$ cat config.mk
export PLATFORM = sky130hd
export DESIGN_NAME = mem_arbiter
export DESIGN_NICKNAME = d
export VERILOG_FILES = /design/src/rtl/mem_arbiter_pkg.sv /design/src/rtl/mem_req_check.sv /design/src/rtl/mem_arbiter.sv
export SDC_FILE = /design/constraint.sdc
export NUM_CORES = 1
export LEC_CHECK = 0
export ABC_AREA = 1
export CAP_MARGIN = 0
export CORE_AREA = 2 2 107 109
export CTS_CLUSTER_SIZE = 30
export DETAILED_ROUTE_END_ITERATION = 16
export DIE_AREA = 0 0 109 111
export DONT_BUFFER_PORTS = 1
export GPL_ROUTABILITY_DRIVEN = 0
export PLACE_DENSITY = 0.76
export RECOVER_POWER = 50
export SLEW_MARGIN = 30
export SYNTH_ARGS = -nofsm -noshare
export SYNTH_HDL_FRONTEND = slang
export SYNTH_SLANG_ARGS = --single-unit
$ cat constraint.sdc
create_clock -name clk -period 5.4 [get_ports clk]
set_clock_uncertainty 0.1 [all_clocks]
set_input_delay 1.08 -clock clk [delete_from_list [all_inputs] [get_ports clk]]
set_output_delay 1.08 -clock clk [all_outputs]
set_load 0.05 [all_outputs]
$ cat src/rtl/mem_arbiter_pkg.sv
// Shared types and constants for the memory data-port arbiter.
// BAD_VAL marks error responses, store acks and disabled byte lanes.
package mem_arbiter_pkg;

  localparam int          MEM_SIZE_DEFAULT = 4096;
  localparam logic [31:0] BAD_VAL          = 32'hBADC_0FFE;

  typedef enum logic [1:0] {
    OWN_NONE,
    OWN_IFU,
    OWN_LSU
  } arb_owner_e;

endpackage

$ cat src/rtl/mem_req_check.sv
// Combinational legality check of one request: alignment for the access width and range against MEM_SIZE.
// Address arithmetic is widened to 33 bits so the end-of-access address cannot wrap.
module mem_req_check
  import mem_arbiter_pkg::*;
#(
  parameter int MEM_SIZE = MEM_SIZE_DEFAULT
) (
  input  logic [31:0] addr,
  input  logic [3:0]  be,
  output logic        ok
);

  logic [32:0] addr_x;
  logic [32:0] lim;

  assign addr_x = {1'b0, addr};
  assign lim    = 33'(MEM_SIZE);

  always_comb begin
    ok = 1'b0;
    case (be)
      4'b0001: ok = (addr_x < lim);
      4'b0011: ok = !addr[0] && ((addr_x + 33'd1) < lim);
      4'b1111: ok = (addr[1:0] == 2'b00) && ((addr_x + 33'd3) < lim);
      default: ok = 1'b0;
    endcase
  end

endmodule

$ cat src/rtl/mem_arbiter.sv
// Arbitrates the single memory data port between IFU and LSU: LSU priority, IFU wins after STARVE_LIMIT denied cycles.
// Grants are combinational; responses are registered and appear one cycle after the grant.
module mem_arbiter
  import mem_arbiter_pkg::*;
#(
  parameter int MEM_SIZE     = MEM_SIZE_DEFAULT,
  parameter int STARVE_LIMIT = 4
) (
  input  logic        clk,
  input  logic        rst_n,
  input  logic        ifu_req,
  input  logic [31:0] ifu_addr,
  output logic        ifu_gnt,
  output logic        ifu_rvalid,
  output logic [31:0] ifu_rdata,
  output logic        ifu_err,
  input  logic        lsu_req,
  input  logic        lsu_we,
  input  logic [31:0] lsu_addr,
  input  logic [31:0] lsu_wdata,
  input  logic [3:0]  lsu_be,
  output logic        lsu_gnt,
  output logic        lsu_rvalid,
  output logic [31:0] lsu_rdata,
  output logic        lsu_err,
  output logic [31:0] mem_addr,
  output logic [31:0] mem_wdata,
  output logic        mem_read_req,
  output logic        mem_write_req,
  output logic [3:0]  mem_byte_en,
  input  logic [31:0] mem_rdata_raw
);

  localparam int             SW         = $clog2(STARVE_LIMIT + 1);
  localparam logic [SW-1:0]  STARVE_MAX = SW'(STARVE_LIMIT);

  arb_owner_e    owner;
  logic [SW-1:0] starve_cnt;
  logic          ifu_ok;
  logic          lsu_ok;

  mem_req_check #(.MEM_SIZE(MEM_SIZE)) u_ifu_check (
    .addr (ifu_addr),
    .be   (4'b1111),
    .ok   (ifu_ok)
  );

  mem_req_check #(.MEM_SIZE(MEM_SIZE)) u_lsu_check (
    .addr (lsu_addr),
    .be   (lsu_be),
    .ok   (lsu_ok)
  );

  // Reset gates ownership so no grant or memory write can occur while rst_n is low.
  always_comb begin
    owner = OWN_NONE;
    if (rst_n) begin
      if (ifu_req && lsu_req)
        owner = (starve_cnt == STARVE_MAX) ? OWN_IFU : OWN_LSU;
      else if (lsu_req)
        owner = OWN_LSU;
      else if (ifu_req)
        owner = OWN_IFU;
    end
  end

  assign ifu_gnt = (owner == OWN_IFU);
  assign lsu_gnt = (owner == OWN_LSU);

  always_comb begin
    mem_addr      = 32'd0;
    mem_wdata     = 32'd0;
    mem_byte_en   = 4'd0;
    mem_read_req  = 1'b0;
    mem_write_req = 1'b0;
    case (owner)
      OWN_IFU: begin
        mem_addr     = ifu_addr;
        mem_byte_en  = 4'b1111;
        mem_read_req = ifu_ok;
      end
      OWN_LSU: begin
        mem_addr      = lsu_addr;
        mem_wdata     = lsu_wdata;
        mem_byte_en   = lsu_be;
        mem_read_req  = lsu_ok && !lsu_we;
        mem_write_req = lsu_ok && lsu_we;
      end
      default: ;
    endcase
  end

  always_ff @(posedge clk or negedge rst_n) begin
    if (!rst_n) begin
      ifu_rvalid <= 1'b0;
      ifu_rdata  <= BAD_VAL;
      ifu_err    <= 1'b0;
      lsu_rvalid <= 1'b0;
      lsu_rdata  <= BAD_VAL;
      lsu_err    <= 1'b0;
      starve_cnt <= '0;
    end else begin
      ifu_rvalid <= ifu_gnt;
      lsu_rvalid <= lsu_gnt;
      if (ifu_gnt) begin
        ifu_rdata <= ifu_ok ? mem_rdata_raw : BAD_VAL;
        ifu_err   <= !ifu_ok;
      end
      if (lsu_gnt) begin
        lsu_rdata <= (lsu_ok && !lsu_we) ? mem_rdata_raw : BAD_VAL;
        lsu_err   <= !lsu_ok;
      end
      if (ifu_gnt || !ifu_req)
        starve_cnt <= '0;
      else if (starve_cnt != STARVE_MAX)
        starve_cnt <= starve_cnt + SW'(1);
    end
  end

endmodule

==> metrics.csv <==
stage,metric,value,unit
run_status,outcome,completed,
clocking,PostCTS Resize Cnt,0,
timing,min Tclk post-route,4.463,ns
global_routing,largest net degree at the start of global routing,74,
placed_design,PortBufs,0,
final_layout,fill count,1107,
timing,Worst Tran Pin Value,0.6614,ns
synthesis,leading area contributor after synthesis,nand2_1,
setup_path,r2r worst-path depth,15,
routing,Routed Antenna Nets,0,
pwr,Leak,3.507,nW
clocking,CTS Buf Count,9,
synthesis,Post-synth EDFFs,0,
timing,setup TNS,0,ns
setup_path,Critical Path RT,4.22,ns
job,max cap viols,0,
placed_design,placed wire-length estimate,16140,microns
timing,Pins Over Slew Limit,0,
synthesis,register area share after synthesis,27.95,%
synthesis,syn avg cell area,5.918,sq um
synthesis,top-area cell type share of the netlist area,21.10,%
clocking,cts hold-fix bufs,0,
setup_path,end of the critical path,mem_read_req,
routing,via-per-instance ratio,5.467,
synthesis,#FFs+latches synth,71,
clocking,Clock Tree Buf Depth,2,
setup_path,CP most frequent cell,nand4_1,
routing,routed len/inst,16.23,microns
setup_path,CP peak stage delay,0.52,ns
die,Core Area,11080,sq um
global_routing,vias in the first global route,6432,
global_routing,Total Routing Usage GR,34.17,%
timing,fmax,224.1,MHz
synthesis,Area contributors post-synth,"nand2_1 (21%), dfstp_2 (17%), dfrtp_1 (11%)",
final_layout,nets@finish,1267,
setup_path,cells along the critical path,nand2_1 -> nor3_1 -> nand3_1 -> inv_1 -> nand4_1 -> xnor2_1 -> nor2_1 -> nand4_1 -> a21oi_4 -> buf_12,
die,Ports,277,
pwr,Peak VDD IR,0.1836,mV
setup_path,CP endpoint kind,primary output,
setup_path,Worst Setup SP,ifu_addr[3],
die,die width,109,microns
die,die height,111,microns
setup_path,Worst setup SP type,primary input,
setup_path,RR Endpoint,ifu_rdata[30],
synthesis,Cells after Synth,1106,
routing,DRC,0,
setup_path,"reg-to-reg slack, setup",2.44,ns
synthesis,yosys warns,0,
placed_design,Post-DP Area,6913,sq um
setup_path,CP arrival,3.28,ns
clocking,total setup buffers inserted after CTS,0,
clocking,Num Clock Sinks,71,
synthesis,synthesized area,6545,sq um
global_routing,initial antenna violation count,1,
final_layout,Final Cell Area,7213,sq um
clocking,worst skew pair latency,0.32,ns
clocking,"Reg clk slew, reported paths",0.06,ns
setup_path,"Max FO, Critical Path",13,
die,die area,12100,sq um
timing,unrepaired setup endpoints after global routing,no,
clocking,H-tree depth,3,
final_layout,layout cell share with drive strength beyond 1,14.68,%
routing,DR vias,6971,
global_routing,global-route wire length before repair,32420,microns
timing,period utilization,82.64,%
clocking,CTS tree,done,
clocking,root cell of the clock tree,clkbuf_16,
routing,Starting DRT DRC Count,581,
synthesis,Synthesized Nets,1247,
die,Initial Util,59.09,%
timing,final setup vio count,0,
routing,WL final,20690,microns
setup_path,critical path class,primary input to primary output,
synthesis,ys async rst share,100.0,%
min_path,Hold/Removal Path Class,primary input to asynchronous set/reset pin,
final_layout,Area Growth Syn to Fin,10.21,%
routing,DRT Pass-1 Iters,8,
pwr,pwr dens,196.9,nW/um^2
timing,max_slew headroom,55.91,%
setup_path,slowest cell on the critical path,nand4_1,
global_routing,global route total overflow,0,
die,standard-cell rows,39,
timing,Fin. Hold Viols,0,
synthesis,Yosys cell types,37,
synthesis,Post-synth top flop,dfstp_2,
setup_path,worst r2r src,starve_cnt[0],
## stage by stage
stage                     setup WS [ns]  util [%]  power [mW]  hold slack, ns  instances
after detailed placement         0.9163     62.41      0.8431          0.4835       1258
after floorplan                  0.9176         -      0.7862          0.4363       1106
after global placement           0.9722     62.41      0.8422          0.4670       1258
after CTS                        0.9286     65.10       1.432          0.3338       1274
after global routing             0.6327     65.12       1.479          0.3322       1275
final                            0.9372     65.12       1.420          0.3489       1275
## placed cells by master, fill, tap and decap left out, drive strengths merged
| cell | synthesis | routed |
|---|---|---|
| nand2 | 383 | 383 |
| inv | 188 | 189 |
| nor2 | 123 | 123 |
| nand3 | 99 | 99 |
| or2 | 45 | 45 |
| a21oi | 45 | 45 |
| dfstp | 42 | 42 |
| buf | 10 | 42 |
| o21ai | 37 | 37 |
| dfrtp | 29 | 29 |
| nor3 | 29 | 29 |
| nand4 | 16 | 16 |
| xor2 | 15 | 15 |
| clkbuf | 23 | 9 |
| xnor2 | 5 | 5 |
| nor4 | 4 | 4 |
| ha | 4 | 4 |
| clkinv | 1 | 4 |
| o21a | 2 | 2 |
| and3 | 2 | 2 |
| clkinvlp | 0 | 2 |
| diode | 0 | 1 |
| nor3b | 1 | 1 |
| and2 | 1 | 1 |
| nand3b | 1 | 1 |
| o21bai | 1 | 1 |
| bufinv | 0 | 1 |
## power by group
group	internal, mW	switching [mW]	leakage, nW	total, mW
Sequential	0.538	0.0112	0.774	0.550
Clock	0.358	0.227	0.142	0.585
Combinational	0.0693	0.217	2.59	0.286
Total	0.965	0.455	3.51	1.42
## per-layer routing
metal	up-vias	GRT usage, %	wire [microns]
met5	-	0	0
li1	3413	-	-
met1	3110	43.96	8015
met4	0	10.09	579
met3	46	8.936	2336
met2	402	55.98	9761
## flip-flops by register name (all words and copies together) (netlist names)
register,cells
lsu_rvalid,1
ifu_rvalid,1
ifu_err,1
lsu_rdata,32
lsu_err,1
starve_cnt,3
ifu_rdata,32
## cell type report
| cell class | instances | area (sq um) | share of cell area, % |
|---|---|---|---|
| Timing Repair Buffer | 42 | 327.8 | 4.545 |
| Clock buffer | 9 | 225.2 | 3.122 |
| Multi-Input combinational cell | 813 | 3867 | 53.62 |
| Tap cell | 143 | 178.9 | 2.480 |
| Antenna cell | 1 | 2.502 | 0.03469 |
| Sequential cell | 71 | 1829 | 25.36 |
| Clock inverter | 7 | 72.57 | 1.006 |
| Inverter | 189 | 709.4 | 9.835 |
## logic make-up after synthesis
group	synth area share (%)
AOI/OAI and AO/OA	7.303
xor gates and xnor gates	2.676
adders and majority gates	0.7647
buffers and inverters	13.27
DFF	27.95
and+or+nand+nor	48.04
## Yosys cell counts, types with 3 or more instances
| master | n |
|---|---|
| xnor2_1 | 5 |
| or2_2 | 45 |
| nor2_1 | 98 |
| nand2_1 | 368 |
| ha_1 | 4 |
| clkbuf_1 | 23 |
| xor2_1 | 15 |
| nand3_1 | 97 |
| nor4_1 | 4 |
| inv_2 | 8 |
| o21ai_2 | 9 |
| buf_2 | 4 |
| nor3_1 | 29 |
| a21oi_1 | 44 |
| nand2_4 | 3 |
| o21ai_1 | 3 |
| nor2_2 | 19 |
| dfrtp_1 | 29 |
| inv_1 | 180 |
| buf_6 | 3 |
| nand2_2 | 12 |
| nor2_4 | 5 |
| dfstp_2 | 42 |
| o21ai_0 | 25 |
| nand4_1 | 16 |
## worst min path at each step
stage,from,end,slack (ns)
after CTS,rst_n,starve_cnt[0],0.33
after global routing,rst_n,lsu_rvalid,0.33
after floorplan,starve_cnt[1],starve_cnt[1],0.44
after global placement,starve_cnt[2],starve_cnt[2],0.47
after detailed placement,starve_cnt[0],starve_cnt[0],0.48
final,rst_n,ifu_rvalid,0.35
## critical path: cells and delay by family
family,cells,cell delay (ns)
buffers and inverters,2,0.24
AO/OA/AOI/OAI,1,0.37
XOR/XNOR,1,0.17
AND/OR/NAND/NOR,6,1.41
No activity file was read; power rests on OpenSTA's default activity.
